<file path="src/rtl/axi_lite_pkg.sv">
// Shared AXI4-Lite response codes and the FSM state types of the demultiplexer.
package axi_lite_pkg;

  localparam logic [1:0] RESP_OKAY   = 2'b00;
  localparam logic [1:0] RESP_EXOKAY = 2'b01;
  localparam logic [1:0] RESP_SLVERR = 2'b10;
  localparam logic [1:0] RESP_DECERR = 2'b11;

  typedef enum logic [1:0] {RD_IDLE, RD_ADDR, RD_DATA, RD_ERR} rd_state_t;
  typedef enum logic [1:0] {WR_IDLE, WR_FWD, WR_RESP, WR_ERR} wr_state_t;

endpackage

</file>
<file path="src/rtl/axi_lite_addr_decode.sv">
// Slave select decode: the top address bits name the slave; indices past NUM_SLAVES miss.
module axi_lite_addr_decode #(
  parameter int SEL_BITS   = 2,
  parameter int NUM_SLAVES = 4
) (
  input  logic [SEL_BITS-1:0] addr_hi,
  output logic [SEL_BITS-1:0] idx,
  output logic                hit
);

  localparam logic [SEL_BITS:0] NS = (SEL_BITS+1)'(NUM_SLAVES);

  assign idx = addr_hi;
  assign hit = {1'b0, addr_hi} < NS;

endmodule

</file>
<file path="src/rtl/axi_lite_demux.sv">
// 1-to-N AXI4-Lite demultiplexer: independent read and write paths, one outstanding
// transaction each, routed by the top address bits, DECERR answered locally.
module axi_lite_demux
  import axi_lite_pkg::*;
#(
  parameter int ADDR_WIDTH = 12,
  parameter int DATA_WIDTH = 32,
  parameter int NUM_SLAVES = 4,
  parameter int SEL_BITS   = 2,
  localparam int STRB_WIDTH = DATA_WIDTH / 8
) (
  input  logic                             aclk,
  input  logic                             areset,
  input  logic [ADDR_WIDTH-1:0]            s_araddr,
  input  logic                             s_arvalid,
  output logic                             s_arready,
  output logic [DATA_WIDTH-1:0]            s_rdata,
  output logic [1:0]                       s_rresp,
  output logic                             s_rvalid,
  input  logic                             s_rready,
  input  logic [ADDR_WIDTH-1:0]            s_awaddr,
  input  logic                             s_awvalid,
  output logic                             s_awready,
  input  logic [DATA_WIDTH-1:0]            s_wdata,
  input  logic [STRB_WIDTH-1:0]            s_wstrb,
  input  logic                             s_wvalid,
  output logic                             s_wready,
  output logic [1:0]                       s_bresp,
  output logic                             s_bvalid,
  input  logic                             s_bready,
  output logic [NUM_SLAVES*ADDR_WIDTH-1:0] m_araddr,
  output logic [NUM_SLAVES-1:0]            m_arvalid,
  input  logic [NUM_SLAVES-1:0]            m_arready,
  input  logic [NUM_SLAVES*DATA_WIDTH-1:0] m_rdata,
  input  logic [NUM_SLAVES*2-1:0]          m_rresp,
  input  logic [NUM_SLAVES-1:0]            m_rvalid,
  output logic [NUM_SLAVES-1:0]            m_rready,
  output logic [NUM_SLAVES*ADDR_WIDTH-1:0] m_awaddr,
  output logic [NUM_SLAVES-1:0]            m_awvalid,
  input  logic [NUM_SLAVES-1:0]            m_awready,
  output logic [NUM_SLAVES*DATA_WIDTH-1:0] m_wdata,
  output logic [NUM_SLAVES*STRB_WIDTH-1:0] m_wstrb,
  output logic [NUM_SLAVES-1:0]            m_wvalid,
  input  logic [NUM_SLAVES-1:0]            m_wready,
  input  logic [NUM_SLAVES*2-1:0]          m_bresp,
  input  logic [NUM_SLAVES-1:0]            m_bvalid,
  output logic [NUM_SLAVES-1:0]            m_bready
);

  rd_state_t             rd_q, rd_d;
  logic [ADDR_WIDTH-1:0] ar_addr_q, ar_addr_d;
  logic [SEL_BITS-1:0]   ar_idx_q, ar_idx_d;
  logic [SEL_BITS-1:0]   ar_dec_idx;
  logic                  ar_dec_hit;

  wr_state_t             wr_q, wr_d;
  logic                  aw_held_q, aw_held_d, w_held_q, w_held_d;
  logic                  aw_done_q, aw_done_d, w_done_q, w_done_d;
  logic                  aw_hit_q, aw_hit_d;
  logic [ADDR_WIDTH-1:0] aw_addr_q, aw_addr_d;
  logic [SEL_BITS-1:0]   aw_idx_q, aw_idx_d;
  logic [DATA_WIDTH-1:0] wdata_q, wdata_d;
  logic [STRB_WIDTH-1:0] wstrb_q, wstrb_d;
  logic [SEL_BITS-1:0]   aw_dec_idx;
  logic                  aw_dec_hit;

  axi_lite_addr_decode #(.SEL_BITS(SEL_BITS), .NUM_SLAVES(NUM_SLAVES)) u_ar_dec (
    .addr_hi(s_araddr[ADDR_WIDTH-1 -: SEL_BITS]), .idx(ar_dec_idx), .hit(ar_dec_hit)
  );

  axi_lite_addr_decode #(.SEL_BITS(SEL_BITS), .NUM_SLAVES(NUM_SLAVES)) u_aw_dec (
    .addr_hi(s_awaddr[ADDR_WIDTH-1 -: SEL_BITS]), .idx(aw_dec_idx), .hit(aw_dec_hit)
  );

  // Read path. All pass-through muxing keys off the latched index.
  always_comb begin
    rd_d      = rd_q;
    ar_addr_d = ar_addr_q;
    ar_idx_d  = ar_idx_q;
    s_arready = 1'b0;
    s_rvalid  = 1'b0;
    s_rdata   = '0;
    s_rresp   = RESP_OKAY;
    m_arvalid = '0;
    m_araddr  = '0;
    m_rready  = '0;
    case (rd_q)
      RD_IDLE: begin
        s_arready = !areset;
        if (s_arvalid && s_arready) begin
          ar_addr_d = s_araddr;
          ar_idx_d  = ar_dec_idx;
          rd_d      = ar_dec_hit ? RD_ADDR : RD_ERR;
        end
      end
      RD_ADDR: begin
        for (int i = 0; i < NUM_SLAVES; i++) begin
          if (ar_idx_q == SEL_BITS'(i)) begin
            m_arvalid[i]                         = 1'b1;
            m_araddr[i*ADDR_WIDTH +: ADDR_WIDTH] = ar_addr_q;
            if (m_arready[i]) rd_d = RD_DATA;
          end
        end
      end
      RD_DATA: begin
        for (int i = 0; i < NUM_SLAVES; i++) begin
          if (ar_idx_q == SEL_BITS'(i)) begin
            m_rready[i] = s_rready;
            s_rvalid    = m_rvalid[i];
            s_rdata     = m_rdata[i*DATA_WIDTH +: DATA_WIDTH];
            s_rresp     = m_rresp[i*2 +: 2];
            if (m_rvalid[i] && s_rready) rd_d = RD_IDLE;
          end
        end
      end
      RD_ERR: begin
        s_rvalid = 1'b1;
        s_rresp  = RESP_DECERR;
        if (s_rready) rd_d = RD_IDLE;
      end
      default: rd_d = RD_IDLE;
    endcase
  end

  // Write path. AW and W are collected independently in IDLE, then forwarded together.
  always_comb begin
    wr_d      = wr_q;
    aw_held_d = aw_held_q;
    w_held_d  = w_held_q;
    aw_done_d = aw_done_q;
    w_done_d  = w_done_q;
    aw_hit_d  = aw_hit_q;
    aw_addr_d = aw_addr_q;
    aw_idx_d  = aw_idx_q;
    wdata_d   = wdata_q;
    wstrb_d   = wstrb_q;
    s_awready = 1'b0;
    s_wready  = 1'b0;
    s_bvalid  = 1'b0;
    s_bresp   = RESP_OKAY;
    m_awvalid = '0;
    m_awaddr  = '0;
    m_wvalid  = '0;
    m_wdata   = '0;
    m_wstrb   = '0;
    m_bready  = '0;
    case (wr_q)
      WR_IDLE: begin
        s_awready = !areset && !aw_held_q;
        s_wready  = !areset && !w_held_q;
        if (s_awvalid && s_awready) begin
          aw_held_d = 1'b1;
          aw_addr_d = s_awaddr;
          aw_idx_d  = aw_dec_idx;
          aw_hit_d  = aw_dec_hit;
        end
        if (s_wvalid && s_wready) begin
          w_held_d = 1'b1;
          wdata_d  = s_wdata;
          wstrb_d  = s_wstrb;
        end
        if (aw_held_d && w_held_d) begin
          wr_d      = aw_hit_d ? WR_FWD : WR_ERR;
          aw_held_d = 1'b0;
          w_held_d  = 1'b0;
          aw_done_d = 1'b0;
          w_done_d  = 1'b0;
        end
      end
      WR_FWD: begin
        for (int i = 0; i < NUM_SLAVES; i++) begin
          if (aw_idx_q == SEL_BITS'(i)) begin
            m_awvalid[i] = !aw_done_q;
            m_wvalid[i]  = !w_done_q;
            if (!aw_done_q) m_awaddr[i*ADDR_WIDTH +: ADDR_WIDTH] = aw_addr_q;
            if (!w_done_q) begin
              m_wdata[i*DATA_WIDTH +: DATA_WIDTH] = wdata_q;
              m_wstrb[i*STRB_WIDTH +: STRB_WIDTH] = wstrb_q;
            end
            if (!aw_done_q && m_awready[i]) aw_done_d = 1'b1;
            if (!w_done_q && m_wready[i])   w_done_d  = 1'b1;
          end
        end
        if (aw_done_d && w_done_d) wr_d = WR_RESP;
      end
      WR_RESP: begin
        for (int i = 0; i < NUM_SLAVES; i++) begin
          if (aw_idx_q == SEL_BITS'(i)) begin
            m_bready[i] = s_bready;
            s_bvalid    = m_bvalid[i];
            s_bresp     = m_bresp[i*2 +: 2];
            if (m_bvalid[i] && s_bready) wr_d = WR_IDLE;
          end
        end
      end
      WR_ERR: begin
        s_bvalid = 1'b1;
        s_bresp  = RESP_DECERR;
        if (s_bready) wr_d = WR_IDLE;
      end
      default: wr_d = WR_IDLE;
    endcase
  end

  always_ff @(posedge aclk) begin
    if (areset) begin
      rd_q      <= RD_IDLE;
      ar_addr_q <= '0;
      ar_idx_q  <= '0;
      wr_q      <= WR_IDLE;
      aw_held_q <= 1'b0;
      w_held_q  <= 1'b0;
      aw_done_q <= 1'b0;
      w_done_q  <= 1'b0;
      aw_hit_q  <= 1'b0;
      aw_addr_q <= '0;
      aw_idx_q  <= '0;
      wdata_q   <= '0;
      wstrb_q   <= '0;
    end else begin
      rd_q      <= rd_d;
      ar_addr_q <= ar_addr_d;
      ar_idx_q  <= ar_idx_d;
      wr_q      <= wr_d;
      aw_held_q <= aw_held_d;
      w_held_q  <= w_held_d;
      aw_done_q <= aw_done_d;
      w_done_q  <= w_done_d;
      aw_hit_q  <= aw_hit_d;
      aw_addr_q <= aw_addr_d;
      aw_idx_q  <= aw_idx_d;
      wdata_q   <= wdata_d;
      wstrb_q   <= wstrb_d;
    end
  end

endmodule

</file>
<file path="config.mk">
export PLATFORM = sky130hd
export DESIGN_NAME = axi_lite_demux
export DESIGN_NICKNAME = d
export VERILOG_FILES = /design/src/rtl/axi_lite_pkg.sv /design/src/rtl/axi_lite_addr_decode.sv /design/src/rtl/axi_lite_demux.sv
export SDC_FILE = /design/constraint.sdc
export NUM_CORES = 1
export LEC_CHECK = 0
export BUFFER_PORTS_ARGS = -buffer_cell sky130_fd_sc_hd__buf_2
export CAP_MARGIN = 20
export CORE_AREA = 8 8 199 201
export CTS_CLUSTER_DIAMETER = 60
export DETAILED_ROUTE_END_ITERATION = 10
export DIE_AREA = 0 0 207 209
export PLACE_DENSITY_LB_ADDON = 0.12
export SLEW_MARGIN = 0
export SYNTH_ARGS = -nofsm -noshare
export SYNTH_HDL_FRONTEND = slang
export SYNTH_SLANG_ARGS = --single-unit
</file>
<file path="constraint.sdc">
create_clock -name aclk -period 2.26 [get_ports aclk]
set_input_delay 0.339 -clock aclk [delete_from_list [all_inputs] [get_ports aclk]]
set_output_delay 0.339 -clock aclk [all_outputs]
set_load 0.01 [all_outputs]
</file>
# After elaboration in Yosys (flattened, before gate mapping)
# Index checks and enable logic that the tools add are counted.
[totals] register_bits=73 wordCells=206 output_inout_bits=301
[classes] n_mux=137 n_reduce_logical=39 n_eq_ne=17
[ops] operator="$mux W32" n=10
[ops] operator="$mux W128" n=1
[ops] operator="$mux W12" n=9
[ops] operator="$mux W48" n=2
[ops] operator="$mux W2" n=38
[ops] operator="$mux W1" n=58
[ops] operator="$mux W4" n=10
[ops] operator="$logic_and A1 B1 Y1" n=23
[ops] operator="$eq A2 B2 Y1 const B" n=8
[ops] operator="$mux W16" n=1
[ops] operator="$pmux W2 S4" n=2
[ops] operator="$ne A2 B2 Y1 const B" n=5
[ops] operator="$reduce_and A2 Y1" n=5
[ops] operator="$eq A2 B1 Y1 const B" n=4
[ops] operator="$logic_not A2 Y1" n=4
[ops] operator="$pmux W1 S2" n=4
[ops] operator="$pmux W2 S2" n=2
[ops] operator="$logic_not A1 Y1" n=5
[ops] operator="$reduce_and A3 Y1" n=1
[ops] operator="$reduce_bool A2 Y1" n=1

# Depth between registers and ports, before layout
[depth] word_depth=14 depth_mapped=7 depth_no_buf=5

# Cells and area by module
# Synthesis repeated with hierarchy kept, for this count alone.
[hier_totals] hier_cells=731 area_unflattened_um2=5731.7
[modules_own_cells] mod="axi_lite_demux" area_each_um2=5679.2 cells_per_inst=723 instances=1
[modules_own_cells] mod="axi_lite_addr_decode" area_each_um2=26.3 cells_per_inst=4 instances=2

# Least setup slack after synthesis
# OpenSTA, ideal clock, no wires.
[synth_path] kind="register to output" from="register ar_addr_q[10] (netlist name)" to="output port s_rdata[10]" path_stages_with_launch=5 arrival_time_ps=1376 n_path_buf=2 required_time_ps=1921 setup_slack_ps=545 path_cell_list="dfxtp_1 buf_6 buf_2 mux4_2 nor2b_1"
[synth_lines] item="end, declared" line_no="axi_lite_demux.sv:17" rtl="output logic [DATA_WIDTH-1:0] s_rdata,"

==> results_dict.tcl <==
set metrics [dict create \
    hold_path_class "in -> reg" \
    synth_area_mm2 0.00561 \
    wl_per_cell_um 19.5 \
    cts-root-buf "clkbuf_16" \
    layout_commonest_cell "buf_2" \
    coreArea_mm2 0.0363 \
    crit_chain "buf_12, mux4_2, nor2b_1, buf_2" \
    synth.avg_cell_area_um2 7.84 \
    start_util 0.155 \
    grt_remaining_overflow 0 \
    synthArstFlopShare 0 \
    rrSetupSlack_ns 0.54 \
    globalplace.congestion 0.862 \
    cp_max_fo 16 \
    finalCritPeriodShare 0.950 \
    setup_tns_ns 0 \
    nNetsFinal 1455 \
    layout_common_cells "523 x buf_2, 228 x and2_1, 129 x nand2_1" \
    netlist-cell-type-count 40 \
    synth_ff_type "dfxtp_1" \
    syn_inst 715 \
    cts_tree "yes" \
    routed_via_density 4.03 \
    grt_pass1_wl_um 48400 \
    max-cap-violations 0 \
    power_mw 4.10 \
    crit_slowest_cell "mux4_2" \
    synth_seq_cells 69 \
    hp-start "s_wstrb[1]" \
    fin_skew_ns 0.00917 \
    yosys-top-cells-area "and2_1 25%, dfxtp_1 25%, mux4_2 16%" \
    hold_viol 0 \
    first_pass_iters 4 \
    grt_pass1_vias 7179 \
    ant_nets 0 \
    worstSetupStartpointType "flip-flop" \
    clkLatencyLatePin_ns 0.34 \
    synth-edff-count 0 \
    leakagePower_nw 4.79 \
    rr_startpoint "wr_q[1]$_SDFFE_PP0P_" \
    drive_gt1_frac 0.513 \
    die_h_um 209 \
    cts_sinks 69 \
    setup_violations 0 \
    port_buffers 523 \
    drt_iter0_drc 329 \
    clkTransAtPathRegs_ns 0.07 \
    die_width_um 207 \
    synth_top_cell_by_area "and2_1" \
    die_area_mm2 0.0433 \
    synth_top_area_share 0.254 \
    drcViolationCount 0 \
    seq_area_frac_synth 0.246 \
    tightest_slew_ns 0.654 \
    numCtsBuffers 9 \
    finalCriticalPeriod_ns 2.15 \
    crit_start "ar_addr_q[10]$_SDFFE_PP0P_" \
    drt_wl_total_um 33100 \
    synth_warnings 0 \
    cts_max_level 3 \
    max_freq_ghz 0.466 \
    max_slew_margin 0.562 \
    grt_util_all_layers 0.144 \
    grt_max_degree 39 \
    io_pins 532 \
    dp_hpwl_um 27400 \
    slowest_delay_ns 0.57 \
    status "finished, final reports clean" \
    worstPathArrival_ns 1.81 \
    grt_setup_unrepaired "false" \
    num_rows 70 \
    peakVddDrop_mv 0.306 \
    cts_buffer_depth 2 \
    syn2layout_area_growth_pct 64.5 \
    cp.required_ns 1.92 \
    end_kind "output pin" \
    p_per_area_mw_per_mm2 444 \
    num_vias 6836 \
    antenna_found_initial 2 \
    slew_viol_final 0 \
    path_class "reg -> out" \
]
## state kept, by name (all words and copies together), names as in the netlist
signal	flops
wdata_q	32
ar_addr_q	12
aw_addr_q	12
wstrb_q	4
rd_q	2
wr_q	2
aw_done_q	1
aw_held_q	1
aw_hit_q	1
w_done_q	1
w_held_q	1
## worst paths after layout
check | cells past startpoint | to
max | 4 | s_rdata[8]
min | 3 | wstrb_q[1]$_SDFFE_PP0P_
max reg2reg | 5 | aw_addr_q[11]$_SDFFE_PP0P_
min reg2reg | 2 | aw_hit_q$_SDFFE_PP0P_
## layout make-up
cell class	count	area (um^2)
Fill cell	4116	27000
Clock inverter	6	93.8
Inverter	4	15.0
Tap cell	468	586
Sequential cell	69	1390
Clock buffer	10	239
Multi-Input combinational cell	583	3910
Antenna cell	1	2.50
Timing Repair Buffer	557	3000
## power breakdown
part / total [mW] / leakage [nW] / switching [mW] / internal, mW
logic: 1.06 / 4.07 / 0.543 / 0.521
registers: 1.41 / 0.565 / 0.105 / 1.30
clock network: 1.63 / 0.159 / 0.623 / 1.01
total: 4.10 / 4.79 / 1.27 / 2.83
## worst max-delay path, delay by kind of cell (launching register included)
kind / cells / cell delay [ns]
buffers and inverters: 2 / 0.33
flip-flops: 1 / 0.39
multiplexers: 1 / 0.57
AND/OR/NAND/NOR: 1 / 0.16
## through the flow
step	setup WS, ns	util	cell area, um^2	std cells	hold WS, ns
after floorplan	0.545	-	5640	722	0.432
after global placement	0.160	0.243	8810	1679	0.444
after detailed placement	0.122	0.243	8810	1679	0.452
after CTS	0.0291	0.253	9160	1695	0.202
after global routing	0.00796	0.254	9230	1698	0.211
final	0.112	0.254	9230	1698	0.227
## cell usage after synthesis, types with 9 or more instances
master	instances
nor2_1	24
buf_2	18
buf_4	11
mux4_2	39
nor2b_1	34
clkbuf_1	30
dfxtp_1	69
nor3_1	11
and2_1	228
a21oi_1	64
o21a_1	9
nand2_1	129
## per-layer routing
layer | GRT usage | share of wire | wire length (um)
met5 | 0 | 0 | 0
met4 | 0.0343 | 0.017 | 570
met3 | 0.0395 | 0.058 | 1930
met2 | 0.283 | 0.55 | 18100
met1 | 0.149 | 0.38 | 12500
## timing repair
item	4_1_cts	5_1_grt
hold buffers	0	0
setup endpoints to repair	33	53
resized for setup	4	8
cloned	0	1
buffers inserted	0	1
## kinds of logic (layout without fill, tap and decap cells)
group           Yosys count  count (layout)  share of synthesized area
simple gates            445             445                      0.434
flops                    69              69                      0.246
mux                      43              43                      0.164
compound gates           87              87                     0.0890
other cells               1               9                   0.000669
buf+inv                  70             577                     0.0662
No activity file was read; power rests on OpenSTA's default activity.
